$ cat src/rtl/io_bus_bridge_pkg.sv
// Shared decode constants, read-return selectors and FSM states for the CPU I/O bus bridge.
package io_bus_bridge_pkg;

    localparam logic [1:0]  IO_MASK      = 2'b11;
    localparam logic [17:0] IO_PORT_ADDR = 18'h30000;
    localparam logic [17:0] IO_CTRL_ADDR = 18'h30004;

    typedef enum logic [2:0] {
        RD_RAM  = 3'd0,
        RD_RX   = 3'd1,
        RD_CNT0 = 3'd2,
        RD_CNT1 = 3'd3,
        RD_CNT2 = 3'd4,
        RD_CNT3 = 3'd5,
        RD_ZERO = 3'd6
    } rd_sel_e;

    typedef enum logic [1:0] {
        ST_RUN   = 2'd0,
        ST_DRAIN = 2'd1,
        ST_HALT  = 2'd2
    } state_e;

    function automatic logic [7:0] snap_byte(input logic [31:0] snap, input logic [1:0] idx);
        return snap[{idx, 3'b000} +: 8];
    endfunction

endpackage

$ cat src/rtl/io_bus_bridge_byte_fifo.sv
// Byte-wide synchronous FIFO with registered occupancy count; head byte is visible while non-empty.
module io_bus_bridge_byte_fifo
    import io_bus_bridge_pkg::*;
#(
    parameter int DEPTH = 16,
    parameter int CW    = $clog2(DEPTH) + 1
) (
    input  logic          clk_in,
    input  logic          rst_in,
    input  logic          i_push,
    input  logic [7:0]    i_din,
    input  logic          i_pop,
    output logic [7:0]    o_dout,
    output logic          o_full,
    output logic          o_empty,
    output logic [CW-1:0] o_count
);

    localparam int AW = $clog2(DEPTH);

    logic [7:0]    r_mem [DEPTH];
    logic [AW-1:0] r_wr_ptr;
    logic [AW-1:0] r_rd_ptr;
    logic [CW-1:0] r_count;
    logic          w_do_push;
    logic          w_do_pop;

    assign o_empty = (r_count == '0);
    assign o_full  = (r_count == CW'(DEPTH));
    assign o_count = r_count;
    assign o_dout  = r_mem[r_rd_ptr];

    // A pop frees the slot in the same cycle, so a push at full still lands when paired with a pop.
    assign w_do_pop  = i_pop & ~o_empty;
    assign w_do_push = i_push & (~o_full | w_do_pop);

    always_ff @(posedge clk_in) begin
        if (w_do_push) begin
            r_mem[r_wr_ptr] <= i_din;
        end
    end

    always_ff @(posedge clk_in or negedge rst_in) begin
        if (!rst_in) begin
            r_wr_ptr <= '0;
            r_rd_ptr <= '0;
            r_count  <= '0;
        end else begin
            if (w_do_push) begin
                r_wr_ptr <= r_wr_ptr + 1'b1;
            end
            if (w_do_pop) begin
                r_rd_ptr <= r_rd_ptr + 1'b1;
            end
            case ({w_do_push, w_do_pop})
                2'b10:   r_count <= r_count + 1'b1;
                2'b01:   r_count <= r_count - 1'b1;
                default: r_count <= r_count;
            endcase
        end
    end

endmodule

$ cat src/rtl/io_bus_bridge.sv
// CPU memory-port bridge: RAM/I-O decode, one-cycle read return, UART TX FIFO and RX pop,
// free-running cycle counter with coherent snapshot, and RUN/DRAIN/HALT program-stop sequencing.
module io_bus_bridge
    import io_bus_bridge_pkg::*;
#(
    parameter int          TX_DEPTH    = 16,
    parameter int          FULL_MARGIN = 2,
    parameter logic [31:0] CNT_INIT    = 32'h0000_0000
) (
    input  logic        clk_in,
    input  logic        rst_in,
    input  logic [31:0] cpu_a,
    input  logic [7:0]  cpu_dout,
    input  logic        cpu_wr,
    output logic [7:0]  cpu_din,
    output logic        io_buffer_full,
    output logic [16:0] ram_a,
    output logic        ram_wr,
    output logic [7:0]  ram_dout,
    input  logic [7:0]  ram_din,
    output logic [7:0]  tx_data,
    output logic        tx_valid,
    input  logic        tx_ready,
    input  logic [7:0]  rx_data,
    input  logic        rx_valid,
    output logic        rx_pop,
    output logic        prog_end,
    output logic        tx_overflow
);

    localparam int            CW         = $clog2(TX_DEPTH) + 1;
    localparam logic [CW-1:0] FULL_LEVEL = CW'(TX_DEPTH - FULL_MARGIN);

    logic [17:0]   w_addr;
    logic          w_unused_addr;
    logic          w_io;
    logic          w_rd;
    logic          w_port_hit;
    logic          w_ctrl_blk;
    logic          w_ctrl_hit;
    rd_sel_e       w_rd_sel;
    state_e        w_state_nxt;
    logic          w_push;
    logic [7:0]    w_push_data;
    logic          w_pop_fire;
    logic          w_drop;
    logic          w_fifo_full;
    logic          w_fifo_empty;
    logic [CW-1:0] w_fifo_count;

    rd_sel_e       r_rd_sel;
    logic          r_rd_vld;
    logic [31:0]   r_cnt;
    logic [31:0]   r_snap;
    logic [7:0]    r_rx_byte;
    logic          r_tx_overflow;
    state_e        r_state;

    assign w_addr        = cpu_a[17:0];
    assign w_unused_addr = ^cpu_a[31:18];
    assign w_io          = (w_addr[17:16] == IO_MASK);
    assign w_rd          = ~cpu_wr;
    assign w_port_hit    = (w_addr == IO_PORT_ADDR);
    assign w_ctrl_blk    = (w_addr[17:2] == IO_CTRL_ADDR[17:2]);
    assign w_ctrl_hit    = (w_addr == IO_CTRL_ADDR);

    assign ram_a    = cpu_a[16:0];
    assign ram_wr   = cpu_wr & ~w_io;
    assign ram_dout = cpu_dout;

    // Gated by reset so the UART never sees a consume while the bridge is held in reset.
    assign rx_pop = rst_in & w_rd & w_port_hit & rx_valid;

    always_comb begin
        w_rd_sel = RD_ZERO;
        if (w_rd) begin
            if (!w_io) begin
                w_rd_sel = RD_RAM;
            end else if (w_port_hit) begin
                w_rd_sel = RD_RX;
            end else if (w_ctrl_blk) begin
                case (w_addr[1:0])
                    2'd0:    w_rd_sel = RD_CNT0;
                    2'd1:    w_rd_sel = RD_CNT1;
                    2'd2:    w_rd_sel = RD_CNT2;
                    default: w_rd_sel = RD_CNT3;
                endcase
            end
        end
    end

    always_ff @(posedge clk_in or negedge rst_in) begin
        if (!rst_in) begin
            r_rd_sel      <= RD_RAM;
            r_rd_vld      <= 1'b0;
            r_cnt         <= CNT_INIT;
            r_snap        <= 32'h0000_0000;
            r_tx_overflow <= 1'b0;
        end else begin
            r_rd_sel <= w_rd_sel;
            r_rd_vld <= 1'b1;
            r_cnt    <= r_cnt + 32'd1;
            // Byte 0 read freezes the whole word so bytes 1..3 stay coherent while the counter runs.
            if (w_rd && w_ctrl_hit) begin
                r_snap <= r_cnt;
            end
            if (w_drop) begin
                r_tx_overflow <= 1'b1;
            end
        end
    end

    always_ff @(posedge clk_in) begin
        if (w_rd && w_port_hit) begin
            r_rx_byte <= rx_valid ? rx_data : 8'h00;
        end
    end

    always_comb begin
        cpu_din = 8'h00;
        if (r_rd_vld) begin
            case (r_rd_sel)
                RD_RAM:  cpu_din = ram_din;
                RD_RX:   cpu_din = r_rx_byte;
                RD_CNT0: cpu_din = snap_byte(r_snap, 2'd0);
                RD_CNT1: cpu_din = snap_byte(r_snap, 2'd1);
                RD_CNT2: cpu_din = snap_byte(r_snap, 2'd2);
                RD_CNT3: cpu_din = snap_byte(r_snap, 2'd3);
                default: cpu_din = 8'h00;
            endcase
        end
    end

    always_ff @(posedge clk_in or negedge rst_in) begin
        if (!rst_in) begin
            r_state <= ST_RUN;
        end else begin
            r_state <= w_state_nxt;
        end
    end

    always_comb begin
        w_state_nxt = r_state;
        w_push      = 1'b0;
        w_push_data = cpu_dout;
        case (r_state)
            ST_RUN: begin
                if (cpu_wr && w_port_hit) begin
                    w_push = (cpu_dout != 8'h00);
                end else if (cpu_wr && w_ctrl_hit) begin
                    // The stop marker is a literal zero byte, which ordinary port writes can never enqueue.
                    w_push      = 1'b1;
                    w_push_data = 8'h00;
                    w_state_nxt = ST_DRAIN;
                end
            end
            ST_DRAIN: begin
                if (w_fifo_empty && !w_push) begin
                    w_state_nxt = ST_HALT;
                end
            end
            ST_HALT: begin
                w_state_nxt = ST_HALT;
            end
            default: begin
                w_state_nxt = ST_RUN;
            end
        endcase
    end

    assign w_pop_fire = tx_valid & tx_ready;
    assign w_drop     = w_push & w_fifo_full & ~w_pop_fire;

    io_bus_bridge_byte_fifo #(
        .DEPTH (TX_DEPTH),
        .CW    (CW)
    ) u_tx_fifo (
        .clk_in  (clk_in),
        .rst_in  (rst_in),
        .i_push  (w_push),
        .i_din   (w_push_data),
        .i_pop   (tx_ready),
        .o_dout  (tx_data),
        .o_full  (w_fifo_full),
        .o_empty (w_fifo_empty),
        .o_count (w_fifo_count)
    );

    assign tx_valid       = ~w_fifo_empty;
    assign io_buffer_full = (w_fifo_count >= FULL_LEVEL);
    assign tx_overflow    = r_tx_overflow;
    assign prog_end       = (r_state == ST_HALT);

endmodule

$ cat config.mk
export PLATFORM = sky130hd
export DESIGN_NAME = io_bus_bridge
export DESIGN_NICKNAME = d
export VERILOG_FILES = /design/src/rtl/io_bus_bridge_pkg.sv /design/src/rtl/io_bus_bridge_byte_fifo.sv /design/src/rtl/io_bus_bridge.sv
export SDC_FILE = /design/constraint.sdc
export NUM_CORES = 1
export LEC_CHECK = 0
export CAP_MARGIN = 20
export CORE_UTILIZATION = 45
export CTS_CLUSTER_DIAMETER = 60
export DETAILED_ROUTE_END_ITERATION = 7
export PLACE_DENSITY = 0.74
export REMOVE_ABC_BUFFERS = 1
export SYNTH_ARGS = -nofsm -noshare
export SYNTH_HDL_FRONTEND = slang
export SYNTH_SLANG_ARGS = --single-unit
$ cat constraint.sdc
create_clock -name clk_in -period 2.35 [get_ports clk_in]
set_input_delay 0.235 -clock clk_in [delete_from_list [all_inputs] [get_ports clk_in]]
set_output_delay 0.235 -clock clk_in [all_outputs]
set_load 0.1 [all_outputs]
==> metrics.cfg <==
[grt]
grt_max_degree = 38
grt_usage = 0.2029
globalRouteOverflowTotal = 0
antenna_found_initial = 0
grt_pass1_wl_um = 33840
grt_pass1_vias = 6030

[finish]
diodes = 0
multiInputGateArea_um2 = 3361
drive_above_1_share = 0.3870
area_delta_synth_final_pct = 29.48
ff_latch_area_um2 = 6190
fill_cells = 1519
fin_nets = 839

[synthesis]
synth_cell_types = 50
ys_seq_area_frac = 0.6392
yosysWarnings = 0
yosys-top-cells-area = edfxtp_1 (42%), dfrtp_1 (22%), mux4_2 (11%), mux2_2 (4.2%), xnor2_1 (2.9%)
synthArstFlopShare = 0.3818
synthTopCellsByCount = edfxtp_1 (136), dfrtp_1 (84), mux4_2 (46), mux2_2 (36), xnor2_1 (32)
syn_inst = 610
synth_ff_type = edfxtp_1
synth_edf_count = 136
avgSynthCellArea_um2 = 15.87
yosys.area.top_type = edfxtp_1
yosysMostFrequentCell = edfxtp_1
synth_top_area_frac = 0.4220
ys_ff_latch = 220
synth_area_um2 = 9678

[route]
ant_nets = 0
viasPerCell = 5.414
routedWlPerCell_um = 20.84
drcViolationCount = 0
initialDrtViolationCount = 454
finalWirelength_um = 22050
dr.pass1.iters = 6
via_count = 5728

[sta]
hold_viol = 0
post-route-period-util = 1.162
setup_viol = 9
hold_slack_ns = 0.1839
rsz0062_at_grt = yes
fmax_mhz = 366.1
drv_slew = 0
min_period_ns = 2.731
fin_ws_ns = -0.3812
skew_ns = 0.02114
worst_slew_pin_slew_ns = 0.6109
relSlewSlack = 0.5927

[critical_path]
crit_type = flip-flop to output port
worstPathMaxFanout = 5
critPathMaxStageDelay_ns = 0.54
crit_arrival_ns = 2.50
required_ns = 2.12
end_kind = output port
crit_chain = buf_12, clkbuf_16, mux4_2, mux4_2, buf_12
cpMaxStageDelayCell = mux4_2
cp-start-kind = flip-flop

[place]
pre_cts_slack_ns = -0.5073
gp_congestion = 0.8071
detailed_place_hpwl_um = 14470
port_buffers = 93

[die]
dieArea_um2 = 22100
dieHeight_um = 148.7
die_w_um = 148.7
core-area_um2 = 21020
io-pin-count = 108
rows = 53
start_util = 0.4604

[cts]
htree_levels = 1
clk_latency_ns = 0.52
numClockSinks = 220
cts.clk_slew.worst_paths_ns = 0.06
cts_root_buf = clkbuf_16
numCtsBuffers = 24
cts_tree = built
cts_buffer_depth = 3

[pwr]
comb_power_share = 0.355
power_density_nw_per_um2 = 985.9
p_leak_nw = 4.802
clockPowerShare = 0.293
peakVddDrop_uv = 552.6
switchingPower_mw = 4.085
p_int_mw = 8.270
sw_frac_of_total = 0.3306
power_frac_seq = 0.352

[run_status]
violations = setup timing
status = finished with violations

[min_path]
hp-class = input port to async pin

[run]
cap_violations = 0

[registers in the layout (all words and copies together), names as in the netlist]
signal / flops
r_cnt: 32
u_tx_fifo.o_count: 5
r_rx_byte: 8
u_tx_fifo.r_rd_ptr: 4
r_rd_vld: 1
tx_overflow: 1
r_rd_sel: 3
u_tx_fifo.r_wr_ptr: 4
r_snap: 32
r_state: 2
u_tx_fifo.r_mem: 128
[logic make-up (layout without fill, tap and decap cells)]
family                     count (synthesis)  in the layout  synth area share
adders and majority gates                 13             13           0.01758
AOI/OAI and AO/OA                         28             28           0.01952
and+or+nand+nor                          152            152           0.09127
muxes                                     92             92            0.1604
buffers and inverters                     64            237           0.03542
DFF                                      220            220            0.6392
other                                      1              1         0.0003875
xor gates and xnor gates                  40             40           0.03620
[power by group through the flow]
stage | clock network [mW] | logic (mW) | registers [mW]
after floorplan | 0 | 2.32 | 4.58
after global placement | 0 | 4.02 | 4.39
after detailed placement | 0 | 4.11 | 4.40
after CTS | 3.67 | 4.19 | 4.34
after global routing | 3.82 | 4.58 | 4.36
final | 3.62 | 4.39 | 4.35
[cell type report]
cell class	instances	area share
clock buffer	33	0.05302
multi-input combinational	326	0.2682
sequential	220	0.4940
timing repair buffer	175	0.1439
tap	275	0.02746
inverter	18	0.005392
clock inverter	11	0.008088
[cells in the final DEF, fill, tap and decap left out, types with 4 or more instances in the layout]
master           netlist  routed
edfxtp_1             136     136
buf_4                 25      98
dfrtp_1               84      81
mux4_2                46      46
clkdlybuf4s50_1        0      44
mux2_2                36      34
xnor2_1               32      32
clkbuf_16              0      26
buf_12                 0      26
nor2_1                25      24
nand2_1               25      24
and2_1                28      19
nor3_1                14      13
nand3_1               13      13
nand4_1               13      13
inv_1                 18      12
and2_4                 0       9
ha_1                  12       9
xor2_1                 8       8
inv_2                  0       6
o22ai_2                0       6
clkbuf_1              10       6
and4_1                 5       5
mux2_4                 2       4
mux2i_1                7       4
[layer usage]
layer  vias to the layer above  share of wire  global-route usage
met4                         0          0.021             0.05258
met3                        38          0.051             0.03436
li1                       2582              -                   -
met1                      2924           0.41              0.2663
met5                         -              0                   0
met2                       184           0.52              0.3495
[stage by stage]
| step | TNS (ns) | instances | total power, mW | instance area (um^2) | util |
|---|---|---|---|---|---|
| 3_3_place_gp | -22.98 | 1007 | 8.409 | 11410 | 0.5428 |
| 2_1_floorplan | -10.65 | 564 | 6.905 | 9403 | - |
| 5_1_grt | -3.743 | 1058 | 12.76 | 12530 | 0.5961 |
| 6_report | -2.744 | 1058 | 12.35 | 12530 | 0.5961 |
| 3_5_place_dp | -34.78 | 1007 | 8.513 | 11410 | 0.5428 |
| 4_1_cts | -3.198 | 1054 | 12.20 | 12390 | 0.5895 |
[path summary, 6_finish.rpt]
check,endpoint,cells after the start,from,slack (ns)
max,tx_data[6],5,u_tx_fifo.r_rd_ptr[0],-0.38
min in group clk_in,r_rd_sel[0],5,cpu_a[9],0.28
max in group asynchronous,r_rd_vld,3,rst_in,1.35
max reg2reg,u_tx_fifo.o_count[4],11,u_tx_fifo.o_count[3],-0.02
min,u_tx_fifo.o_count[3],2,rst_in,0.18
min reg2reg,r_cnt[31],1,r_cnt[31],0.47
[worst max-delay path, delay by kind of cell (launching register included)]
kind	cells	cell delay [ns]
DFF	1	0.42
buffers and inverters	3	0.48
muxes	2	1.06
[repair_timing]
item,4_1_cts,5_1_grt
hold buffers,1,0
setup buffers,2,3
pin swaps,8,8
endpoints found under the setup margin,20,25
resized for setup,47,22
endpoints found under the hold margin,26,0
cloned,1,3
Power figures use the tool's default switching activity.
